$ cat config.mk
export PLATFORM = sky130hd
export DESIGN_NAME = note_sequencer_flat
export DESIGN_NICKNAME = d
export VERILOG_FILES = /design/src/rtl/note_sequencer_pkg.sv /design/src/rtl/note_sequencer_if.sv /design/src/rtl/note_sequencer_seq_pattern_ram.sv /design/src/rtl/note_sequencer.sv /design/src/flat_wrapper.sv
export SDC_FILE = /design/constraint.sdc
export NUM_CORES = 1
export LEC_CHECK = 0
export ABC_CLOCK_PERIOD_IN_PS = 7150
export CORE_ASPECT_RATIO = 1.2
export CORE_MARGIN = 10
export CORE_UTILIZATION = 55
export CTS_CLUSTER_DIAMETER = 100
export CTS_CLUSTER_SIZE = 20
export DETAILED_ROUTE_END_ITERATION = 6
export HOLD_SLACK_MARGIN = 0.06
export MAX_ROUTING_LAYER = met4
export PLACE_DENSITY = 0.87
export REMOVE_ABC_BUFFERS = 1
export SLEW_MARGIN = 40
export SYNTH_ARGS = -nofsm -noshare
export SYNTH_HDL_FRONTEND = slang
export SYNTH_HIERARCHICAL = 1
export SYNTH_SLANG_ARGS = --single-unit
$ cat constraint.sdc
create_clock -name clk -period 7.15 [get_ports clk]
set_clock_uncertainty 0.1 [all_clocks]
set_input_delay 1.43 -clock clk [delete_from_list [all_inputs] [get_ports clk]]
set_output_delay 1.43 -clock clk [all_outputs]
set_load 0.02 [all_outputs]
$ cat src/rtl/note_sequencer_pkg.sv
// Shared definitions for the note sequencer: FSM state encoding, rest code
// and the note-to-phase-increment table function.
package note_sequencer_pkg;

    typedef enum logic [1:0] {
        IDLE     = 2'd0,
        GATE_ON  = 2'd1,
        GATE_OFF = 2'd2
    } seq_state_e;

    localparam logic [3:0] NOTE_REST = 4'd15;

    // Phase increment for note idx: trunc(f * 2^(frac_bits+1) / 31250), where
    // frac_bits = BITDEPTH + BITFRACTION. Frequencies are held in micro-hertz so
    // the whole computation stays in integer arithmetic. Results that do not
    // fit the 16-bit increment clamp to the largest representable step.
    function automatic logic [15:0] note_increment(input logic [3:0] idx,
                                                   input int unsigned frac_bits);
        logic [63:0] base_uhz;
        logic [63:0] v;
        int unsigned octave;
        octave = (idx >= 4'd14) ? 2 : ((idx >= 4'd7) ? 1 : 0);
        case (idx)
            4'd0, 4'd7, 4'd14: base_uhz = 64'd261625565; // C
            4'd1, 4'd8:        base_uhz = 64'd293664768; // D
            4'd2, 4'd9:        base_uhz = 64'd329627557; // E
            4'd3, 4'd10:       base_uhz = 64'd349228231; // F
            4'd4, 4'd11:       base_uhz = 64'd391995436; // G
            4'd5, 4'd12:       base_uhz = 64'd440000000; // A
            4'd6, 4'd13:       base_uhz = 64'd493883301; // B
            default:           base_uhz = 64'd0;         // rest
        endcase
        v = (base_uhz << (octave + frac_bits + 1)) / 64'd31250000000;
        return (v > 64'd65535) ? 16'hFFFF : v[15:0];
    endfunction

endpackage

$ cat src/rtl/note_sequencer_if.sv
// Control, pattern-write and playback-output bundle of the note sequencer.
interface note_sequencer_if #(
    parameter int SW = 4
);
    logic          start;
    logic          stop;
    logic [SW-1:0] last_step;
    logic [15:0]   step_len;
    logic [15:0]   gate_len;
    logic          wr_en;
    logic [SW-1:0] wr_addr;
    logic [3:0]    wr_note;
    logic [15:0]   increment;
    logic          gate;
    logic [SW-1:0] step;
    logic          running;

    modport master (
        output start, stop, last_step, step_len, gate_len, wr_en, wr_addr, wr_note,
        input  increment, gate, step, running
    );

    modport slave (
        input  start, stop, last_step, step_len, gate_len, wr_en, wr_addr, wr_note,
        output increment, gate, step, running
    );
endinterface

$ cat src/rtl/note_sequencer_seq_pattern_ram.sv
// Pattern storage: STEPS x 4-bit notes, one synchronous write port and one
// asynchronous read port. Contents are deliberately not reset.
module seq_pattern_ram #(
    parameter int STEPS = 16,
    parameter int SW    = $clog2(STEPS)
) (
    input  logic          clk,
    input  logic          wr_en,
    input  logic [SW-1:0] wr_addr,
    input  logic [3:0]    wr_data,
    input  logic [SW-1:0] rd_addr,
    output logic [3:0]    rd_data
);
    logic [3:0] mem_q [STEPS];

    // Store the written note; visible to reads from the next clock on.
    always_ff @(posedge clk) begin
        if (wr_en) mem_q[wr_addr] <= wr_data;
    end

    assign rd_data = mem_q[rd_addr];
endmodule

$ cat src/rtl/note_sequencer.sv
// Step sequencer: plays a programmable note pattern at a tempo counted in
// sample_clock ticks, producing a phase increment and a gate per step.
// Optional feature macro: SEQ_TRANSPOSE_EN adds octave_up (one octave up,
// saturating, sampled when a note is latched).
module note_sequencer
    import note_sequencer_pkg::*;
#(
    parameter int BITDEPTH    = 14,
    parameter int BITFRACTION = 6,
    parameter int STEPS       = 16
) (
    input  logic clk,
    input  logic rst,
    input  logic sample_clock,
`ifdef SEQ_TRANSPOSE_EN
    input  logic octave_up,
`endif
    note_sequencer_if.slave bus
);
    localparam int SW = $clog2(STEPS);

    seq_state_e    state_q, state_d;
    logic [SW-1:0] step_q, step_d;
    logic [15:0]   cnt_q, cnt_d;
    logic [15:0]   inc_q, inc_d;
    logic [3:0]    note_q, note_d;
    logic          sc_q;
    logic          tick;
    logic          latch;
    logic [3:0]    ram_note;
    logic [15:0]   table_inc;
    logic [15:0]   new_inc;
    logic [15:0]   step_eff;
    logic [15:0]   gate_eff;
    logic [15:0]   on_ticks;
    logic [16:0]   cnt_inc;
    logic [15:0]   inc_table [16];

    for (genvar i = 0; i < 16; i++) begin : g_tbl
        assign inc_table[i] = note_increment(4'(i), BITDEPTH + BITFRACTION);
    end

`ifdef SEQ_TRANSPOSE_EN
    function automatic logic [15:0] octave_shift(input logic [15:0] v);
        return v[15] ? 16'hFFFF : {v[14:0], 1'b0};
    endfunction
    assign table_inc = inc_table[ram_note];
    assign new_inc   = octave_up ? octave_shift(table_inc) : table_inc;
`else
    assign table_inc = inc_table[ram_note];
    assign new_inc   = table_inc;
`endif

    // The RAM is read at the step being entered so the note can be latched on that edge.
    seq_pattern_ram #(.STEPS(STEPS), .SW(SW)) u_ram (
        .clk    (clk),
        .wr_en  (bus.wr_en),
        .wr_addr(bus.wr_addr),
        .wr_data(bus.wr_note),
        .rd_addr(step_d),
        .rd_data(ram_note)
    );

    assign tick     = sample_clock & ~sc_q;
    // Very short steps stretch to 2 ticks and the gate is kept at least one
    // tick shorter than the step, so the envelope always sees a low period.
    assign step_eff = (bus.step_len < 16'd2) ? 16'd2 : bus.step_len;
    assign gate_eff = (bus.gate_len == 16'd0) ? 16'd1 : bus.gate_len;
    assign on_ticks = (gate_eff < step_eff) ? gate_eff : (step_eff - 16'd1);
    assign cnt_inc  = {1'b0, cnt_q} + 17'd1;

    // State, counters and latched note; cleared asynchronously (pattern RAM excepted).
    always_ff @(posedge clk or negedge rst) begin
        if (!rst) begin
            state_q <= IDLE;
            step_q  <= '0;
            cnt_q   <= '0;
            inc_q   <= '0;
            note_q  <= '0;
            sc_q    <= 1'b0;
        end else begin
            state_q <= state_d;
            step_q  <= step_d;
            cnt_q   <= cnt_d;
            inc_q   <= inc_d;
            note_q  <= note_d;
            sc_q    <= sample_clock;
        end
    end

    // Next state: stop beats start, start (re)starts at step 0, ticks drive the step.
    always_comb begin
        state_d = state_q;
        step_d  = step_q;
        cnt_d   = cnt_q;
        latch   = 1'b0;
        if (bus.stop) begin
            state_d = IDLE;
        end else if (bus.start) begin
            state_d = GATE_ON;
            step_d  = '0;
            cnt_d   = '0;
            latch   = 1'b1;
        end else begin
            case (state_q)
                GATE_ON: begin
                    if (tick) begin
                        cnt_d = cnt_inc[15:0];
                        if (cnt_inc >= {1'b0, on_ticks}) state_d = GATE_OFF;
                    end
                end
                GATE_OFF: begin
                    if (tick) begin
                        if (cnt_inc >= {1'b0, step_eff}) begin
                            state_d = GATE_ON;
                            step_d  = (step_q == bus.last_step) ? '0 : SW'(step_q + 1'b1);
                            cnt_d   = '0;
                            latch   = 1'b1;
                        end else begin
                            cnt_d = cnt_inc[15:0];
                        end
                    end
                end
                default: ;
            endcase
        end
    end

    // Note latch: a rest keeps the previous increment so release tails keep pitch.
    always_comb begin
        note_d = note_q;
        inc_d  = inc_q;
        if (latch) begin
            note_d = ram_note;
            if (ram_note != NOTE_REST) inc_d = new_inc;
        end
    end

    // Outputs: gate only while in the on-phase of a non-rest step.
    always_comb begin
        bus.gate      = (state_q == GATE_ON) && (note_q != NOTE_REST);
        bus.running   = (state_q != IDLE);
        bus.increment = inc_q;
        bus.step      = step_q;
    end
endmodule
$ cat src/flat_wrapper.sv
// flat-port wrapper written by rule: the top's interface ports become plain ports
module note_sequencer_flat import note_sequencer_pkg::*;
#(
    parameter int BITDEPTH    = 14,
    parameter int BITFRACTION = 6,
    parameter int STEPS       = 16
)
  (clk, rst, sample_clock, bus_start, bus_stop, bus_last_step, bus_step_len, bus_gate_len, bus_wr_en, bus_wr_addr, bus_wr_note, bus_increment, bus_gate, bus_step, bus_running);
  note_sequencer_if bus_i ();
  input  logic clk;
  input  logic rst;
  input  logic sample_clock;
  input wire logic [$bits(bus_i.start)-1:0] bus_start;
  input wire logic [$bits(bus_i.stop)-1:0] bus_stop;
  input wire logic [$bits(bus_i.last_step)-1:0] bus_last_step;
  input wire logic [$bits(bus_i.step_len)-1:0] bus_step_len;
  input wire logic [$bits(bus_i.gate_len)-1:0] bus_gate_len;
  input wire logic [$bits(bus_i.wr_en)-1:0] bus_wr_en;
  input wire logic [$bits(bus_i.wr_addr)-1:0] bus_wr_addr;
  input wire logic [$bits(bus_i.wr_note)-1:0] bus_wr_note;
  output wire logic [$bits(bus_i.increment)-1:0] bus_increment;
  output wire logic [$bits(bus_i.gate)-1:0] bus_gate;
  output wire logic [$bits(bus_i.step)-1:0] bus_step;
  output wire logic [$bits(bus_i.running)-1:0] bus_running;
  assign bus_i.start = bus_start;
  assign bus_i.stop = bus_stop;
  assign bus_i.last_step = bus_last_step;
  assign bus_i.step_len = bus_step_len;
  assign bus_i.gate_len = bus_gate_len;
  assign bus_i.wr_en = bus_wr_en;
  assign bus_i.wr_addr = bus_wr_addr;
  assign bus_i.wr_note = bus_wr_note;
  assign bus_increment = bus_i.increment;
  assign bus_gate = bus_i.gate;
  assign bus_step = bus_i.step;
  assign bus_running = bus_i.running;
  note_sequencer #(.BITDEPTH(BITDEPTH), .BITFRACTION(BITFRACTION), .STEPS(STEPS)) u_core (.clk(clk), .rst(rst), .sample_clock(sample_clock), .bus(bus_i));
endmodule
Yosys cells after proc, flatten, opt, wreduce, memory -nomap -nowiden --
Memories as Yosys holds them, arrays and structs flattened. A register that Yosys moved wholly into a read port is not among the register bits. Index checks and enable logic that the tools add are counted.
Cells by class: equality and inequality tests 11, $lt $le $gt $ge 4, reduce and logical (&&, ||, !) cells 9, muxes and demuxes 28, add/sub/neg operators 3, $mul 0, bitwise gates (word level) 4, shifts and indexed selects 0, divide/modulo/power cells 0
Operators with widths (number):
- $mux 16 | 7
- $ge 17x16->1 | 2
- $pmux 16 s2 | 1
- $mux 4 | 6
- $add 16x1->17 const B | 1
- $logic_not 16->1 | 1
- $lt 16x16->1 | 1
- $lt 16x2->1 const B | 1
- $ne 4x3->1 const B | 4
- $sub 16x1->16 const B | 1
- $mux 2 | 6
- $ne 4x4->1 const B | 2
- $mux 1 | 7
- $ne 3x2->1 const B | 2
- $not 4->5 | 1
- $reduce_and 5->1 | 1
- $add 4x1->4 const B | 1
- $eq 4x4->1 | 1
- $pmux 2 s2 | 1
- $reduce_and 4->1 | 1
- $reduce_bool 4->1 | 1
- $reduce_bool 3->1 | 1
- $eq 2x1->1 const B | 1
- $eq 2x2->1 const B | 1
- other kinds (6) | 7
Storage, ports and cells: output and inout port bits 22, memory bits (writable) 64, memories 2, latch bits 0, register bits after elaboration 27, bits of input ports 50, ROM bits 256, word-level logic and storage cells 66
Memory list:
- (no name shown) | words 16, bits a word 16, rd ports 1, clocked after Yosys merged registers in 1, write ports 0, line note_sequencer.sv:50 | assign table_inc = inc_table[ram_note];
- u_core.u_ram.mem_q | words 16, bits a word 4, rd ports 1, clocked after Yosys merged registers in 0, write ports 1, line note_sequencer_seq_pattern_ram.sv:14 | logic [3:0] mem_q [STEPS];

Longest topological paths before layout --
An unclocked memory read counts as a cell.
word-level depth 11, depth in mapped cells 27, mapped depth without buffers 23

Modules after synthesis --
Netlist, hierarchy kept.
By module, submodules not included:
- note_sequencer | times used 1, area an instance 4255.3 sq um, cells an instance 498, seq. area each 1076.0 sq um
- seq_pattern_ram | times used 1, area an instance 2586.2 sq um, cells an instance 126, seq. area each 1921.8 sq um

Worst setup path before layout --
Ideal clock, no wire load.
kind in2reg, start point input bus_step_len[4], end point register u_core.inc_q[12] (netlist: u_core/bus.increment[12]), data arrival time 6507 ps, path buffers 4, cell stages on the path 25, data required time 6922 ps, path slack 415 ps, setup time 128 ps, cells stage by stage or3_4 or3_4 nor4_4 a21oi_1 ha_1 nand4_1 a21oi_1 o31ai_1 a21oi_1 nor2_2 clkbuf_1 nand2_1 o21ai_0 buf_6 buf_12 mux4_2 a22oi_1 nand3_1 inv_1 ha_1 clkbuf_1 mux2_2 nand2_1 o21ai_0 mux2_1
Between the ends: word-level cells in the longest chain between the ends 11, elaborated cells on any way between the ends 17, those cells by class order compare: 2; eq/ne: 1; mux: 11; bitwise: 1; reduce/logical: 1; memory: 1
Ends and longest elaborated chain:
- start, declared | line flat_wrapper.sv:16 | input wire logic [$bits(bus_i.step_len)-1:0] bus_step_len;
- $lt 16x2->1 | line note_sequencer.sv:67 | assign step_eff = (bus.step_len < 16'd2) ? 16'd2 : bus.step_len;
- $mux 16 * | line note_sequencer.sv:67
- $ge 17x16->1 * | line note_sequencer.sv:114 | if (cnt_inc >= {1'b0, step_eff}) begin
- $mux 4 * | line note_sequencer.sv:114
- $mux 4 * | line note_sequencer.sv:113 | if (tick) begin
- $mux 4 * | line note_sequencer.sv:105 | case (state_q)
- $mux 4 * | line note_sequencer.sv:99 | end else if (bus.start) begin
- $mux 4 * | line note_sequencer.sv:97 | if (bus.stop) begin
- via u_core.step_d[0] | line note_sequencer.sv:23 | logic [SW-1:0] step_q, step_d;
- $mem_v2 16x4 *
- via u_core.ram_note[1] | line note_sequencer.sv:30 | logic [3:0] ram_note;
- $ne 4x4->1 | line note_sequencer.sv:135 | if (ram_note != NOTE_REST) inc_d = new_inc;
- $reduce_and 2->1 (no source line)
- end, declared | line note_sequencer.sv:25 | logic [15:0] inc_q, inc_d;
The timed path passes the listed nets; every way through them passes the cells marked *. A chain may end at the register's enable or synchronous reset.

Worst setup path after layout --
start point input bus_step_len[5], end point register u_core.inc_q[7] (netlist: u_core/bus.increment[7])
Same word-level chain as after synthesis.

==> results by group <==
STA
  – Max-slew violations: 0
  – TNS Setup: 0 ns
  – Worst Tran Pin Value: 0.745 ns
  – Fin crit share: 95.9%
  – Final Setup Violations: 0
  – Slew HR: 49.7%
  – Final min period: 6.86 ns
  – Hold Slack: 0.396 ns
  – RSZ-0062 raised after global routing: no
  – Final Hold Viols: 0
  – FMAX: 146 MHz

Route
  – DR WL/cell: 18.9 um
  – DR vias/cell: 6.01
  – Starting DRT DRC Count: 339
  – Routed WL: 16000 um
  – Drt drc: 0
  – DR vias: 5097
  – Post-route ant nets: 0
  – DRT Pass-1 Iters: 7

Synth
  – Sequential fraction of the synthesis area: 43.8%
  – Largest area contributor in the synthesized netlist: edfxtp_1
  – Post-synth ARST share: 40.2%
  – Area contributors post-synth: edfxtp_1 28%, dfrtp_1 16%, ha_1 12%
  – Mapped Area: 6840 um^2
  – Synth Flop Type: edfxtp_1
  – Post-synth EDFFs: 64
  – Ys Warns: 6
  – Synthesized flop and latch total: 107
  – Avg Cell Area, Syn: 11.0 um^2
  – Post-synth top area share: 28.1%
  – Netlist cell types: 63
  – Mapped Cells: 624

Layout
  – Layout cells sized above 1: 6.99%
  – Commonest non-fill, non-tap cell in the layout: clkdlybuf4s50_1
  – Area Growth Syn to Fin: 16.9%
  – # diodes: 0
  – Most frequent cells in the layout: 70 x clkdlybuf4s50_1, 64 x ha_1, 64 x edfxtp_1
  – Fin util: 65.7%
  – Layout fillers: 912
  – Nets: 796
  – Design Area, Final: 8000 um^2
  – Layout Cells excl Fill: 848

Global route
  – GR met1 Demand/Resource: 21.8%
  – Largest net degree at the start of global routing: 44
  – GRT met3 Usage: 3.26%
  – Gr busiest metal: met2
  – First-pass GRT wire length: 26000 um
  – Grt total ovfl: 0
  – Met2 Use GR: 33.8%
  – Antenna violations before repair: 0
  – Total Routing Usage GR: 19.2%
  – Vias in the first global route: 5228

Pwr
  – VDD IR-drop max: 0.000238 V
  – PD cells: 185 nW/um^2
  – Leak: 3.24 nW

Floorplanning
  – Core box area: 12200 um^2
  – # rows: 44
  – Io pins: 72
  – Initial Utilization: 56.2%
  – Chip height: 142 um
  – Die W: 122 um
  – Die Area: 17300 um^2

Clocking
  – H-tree levels: 3
  – Hold Buf Count CTS: 0
  – Clk_lat worst skew: 0.34 ns
  – Root Buffer Master: clkbuf_16
  – Clock-pin transition on the worst setup and hold timing paths: 0.07 ns
  – # clock sinks: 107
  – CTS max path bufs: 2
  – CTS tree: built
  – Post-CTS Resized: 0
  – CTS buffer count: 9
  – Post-CTS setup buffers: 0

Worst setup path
  – Req. time, crit path: 7.27 ns
  – CP max FO: 17
  – Arr. time, crit path: 6.98 ns
  – CP endpoint kind: flip-flop
  – Worst setup SP type: input port
  – CP Class: in -> reg

Placement
  – # port buffers: 71
  – DPL Wire Length: 12300 um
  – Placed instance count: 832
  – Gpl congestion: 0.941
  – Dpl cell area: 7680 um^2

Min path
  – Hold Path Class: reg -> reg

Job
  – Max_cap viols: 0

Status
  – Status: complete, no violations
[final timing paths]
check                                   startpoint                  endpoint  slack, ns  depth (start not counted)
setup / recovery                   bus_step_len[5]   u_core/bus.increment[7]       0.29                         20
hold / removal             u_core/bus.increment[4]   u_core/bus.increment[4]       0.40                          1
setup reg to reg                   u_core/cnt_q[0]   u_core/bus.increment[7]       1.03                         20
hold reg to reg            u_core/bus.increment[4]   u_core/bus.increment[4]       0.40                          1
max in group asynchronous                      rst           u_core/cnt_q[0]       5.58                          1
min in group asynchronous                      rst  u_core/bus.increment[14]       0.99                          1
[flip-flops by register name, summed over array words and instances (netlist names)]
name	count
u_core/bus.increment	16
u_core/bus.step	4
u_core/cnt_q	16
u_core/note_q	4
u_core/sc_q	1
u_core/state_q	2
u_core/u_ram/mem_q	64
[critical path: stages]
cell	delay (ns)
clkdlybuf4s50_1	0.46
or3_4	0.42
or3_4	0.40
nor4_4	0.34
a21oi_1	0.17
ha_1	0.30
nand4_1	0.10
a21oi_1	0.17
o31ai_2	0.11
nand3_1	0.22
nand3_1	0.19
o21ai_1	0.28
buf_12	0.21
mux4_1	0.55
a22oi_1	0.26
nand3_1	0.14
buf_4	0.20
ha_1	0.24
a31o_2	0.40
mux2_1	0.37
[synth_stat cells (3+ instances only)]
cell type and instances:
a21o_1 6, a21oi_1 37, a22o_1 10, a22oi_1 4, and3_1 3, buf_6 3
clkbuf_1 25, dfrtp_1 43, edfxtp_1 64, ha_1 64, inv_1 34, mux2_1 11
mux2_2 5, mux2i_1 17, mux4_1 14, nand2_1 41, nand2b_1 9, nand3_1 29
nand3b_1 5, nand4_1 9, nor2_1 40, nor2b_1 6, nor3_1 15, nor4_1 5
o211ai_1 5, o21ai_0 35, o22ai_1 4, o31ai_1 3, or3_1 6, xnor2_1 18
xor2_1 10
[final cells by class]
type	instances	area, um^2	area share (%)
Clock buffer	11	243	3.03
Clock inverter	5	67.6	0.845
Inverter	34	128	1.60
Multi-Input combinational cell	449	3550	44.4
Sequential cell	107	3000	37.5
Tap cell	161	201	2.52
Timing Repair Buffer	81	808	10.1
[power breakdown]
group          switching, W  internal [W]
clock              0.000219      0.000287
combinational      0.000148      0.000123
sequential        0.0000186      0.000684
total              0.000386       0.00109
[per-stage QoR]
step / power [W] / setup slack (ns)
floorplan: 0.000861 / -0.542
global placement: 0.000972 / 0.104
detailed placement: 0.000984 / -0.0222
CTS: 0.00149 / 0.310
global route: 0.00155 / 0.0122
finish: 0.00148 / 0.292
[cells by family after synthesis]
group           share of synthesized area [%]
simple gates                             13.4
compound gates                           11.9
flops                                    43.8
buf+inv                                  4.39
fa+ha+maj                                11.7
mux                                      11.2
xor+xnor                                 3.58
[metal layers]
metal  up-vias  share of wire, %
met1      2478                41
met3        24               3.8
met2       154                54
li1       2441                 -
met5         -                 0
met4         0               1.5
Note: power is estimated with default switching activity, not from simulation.
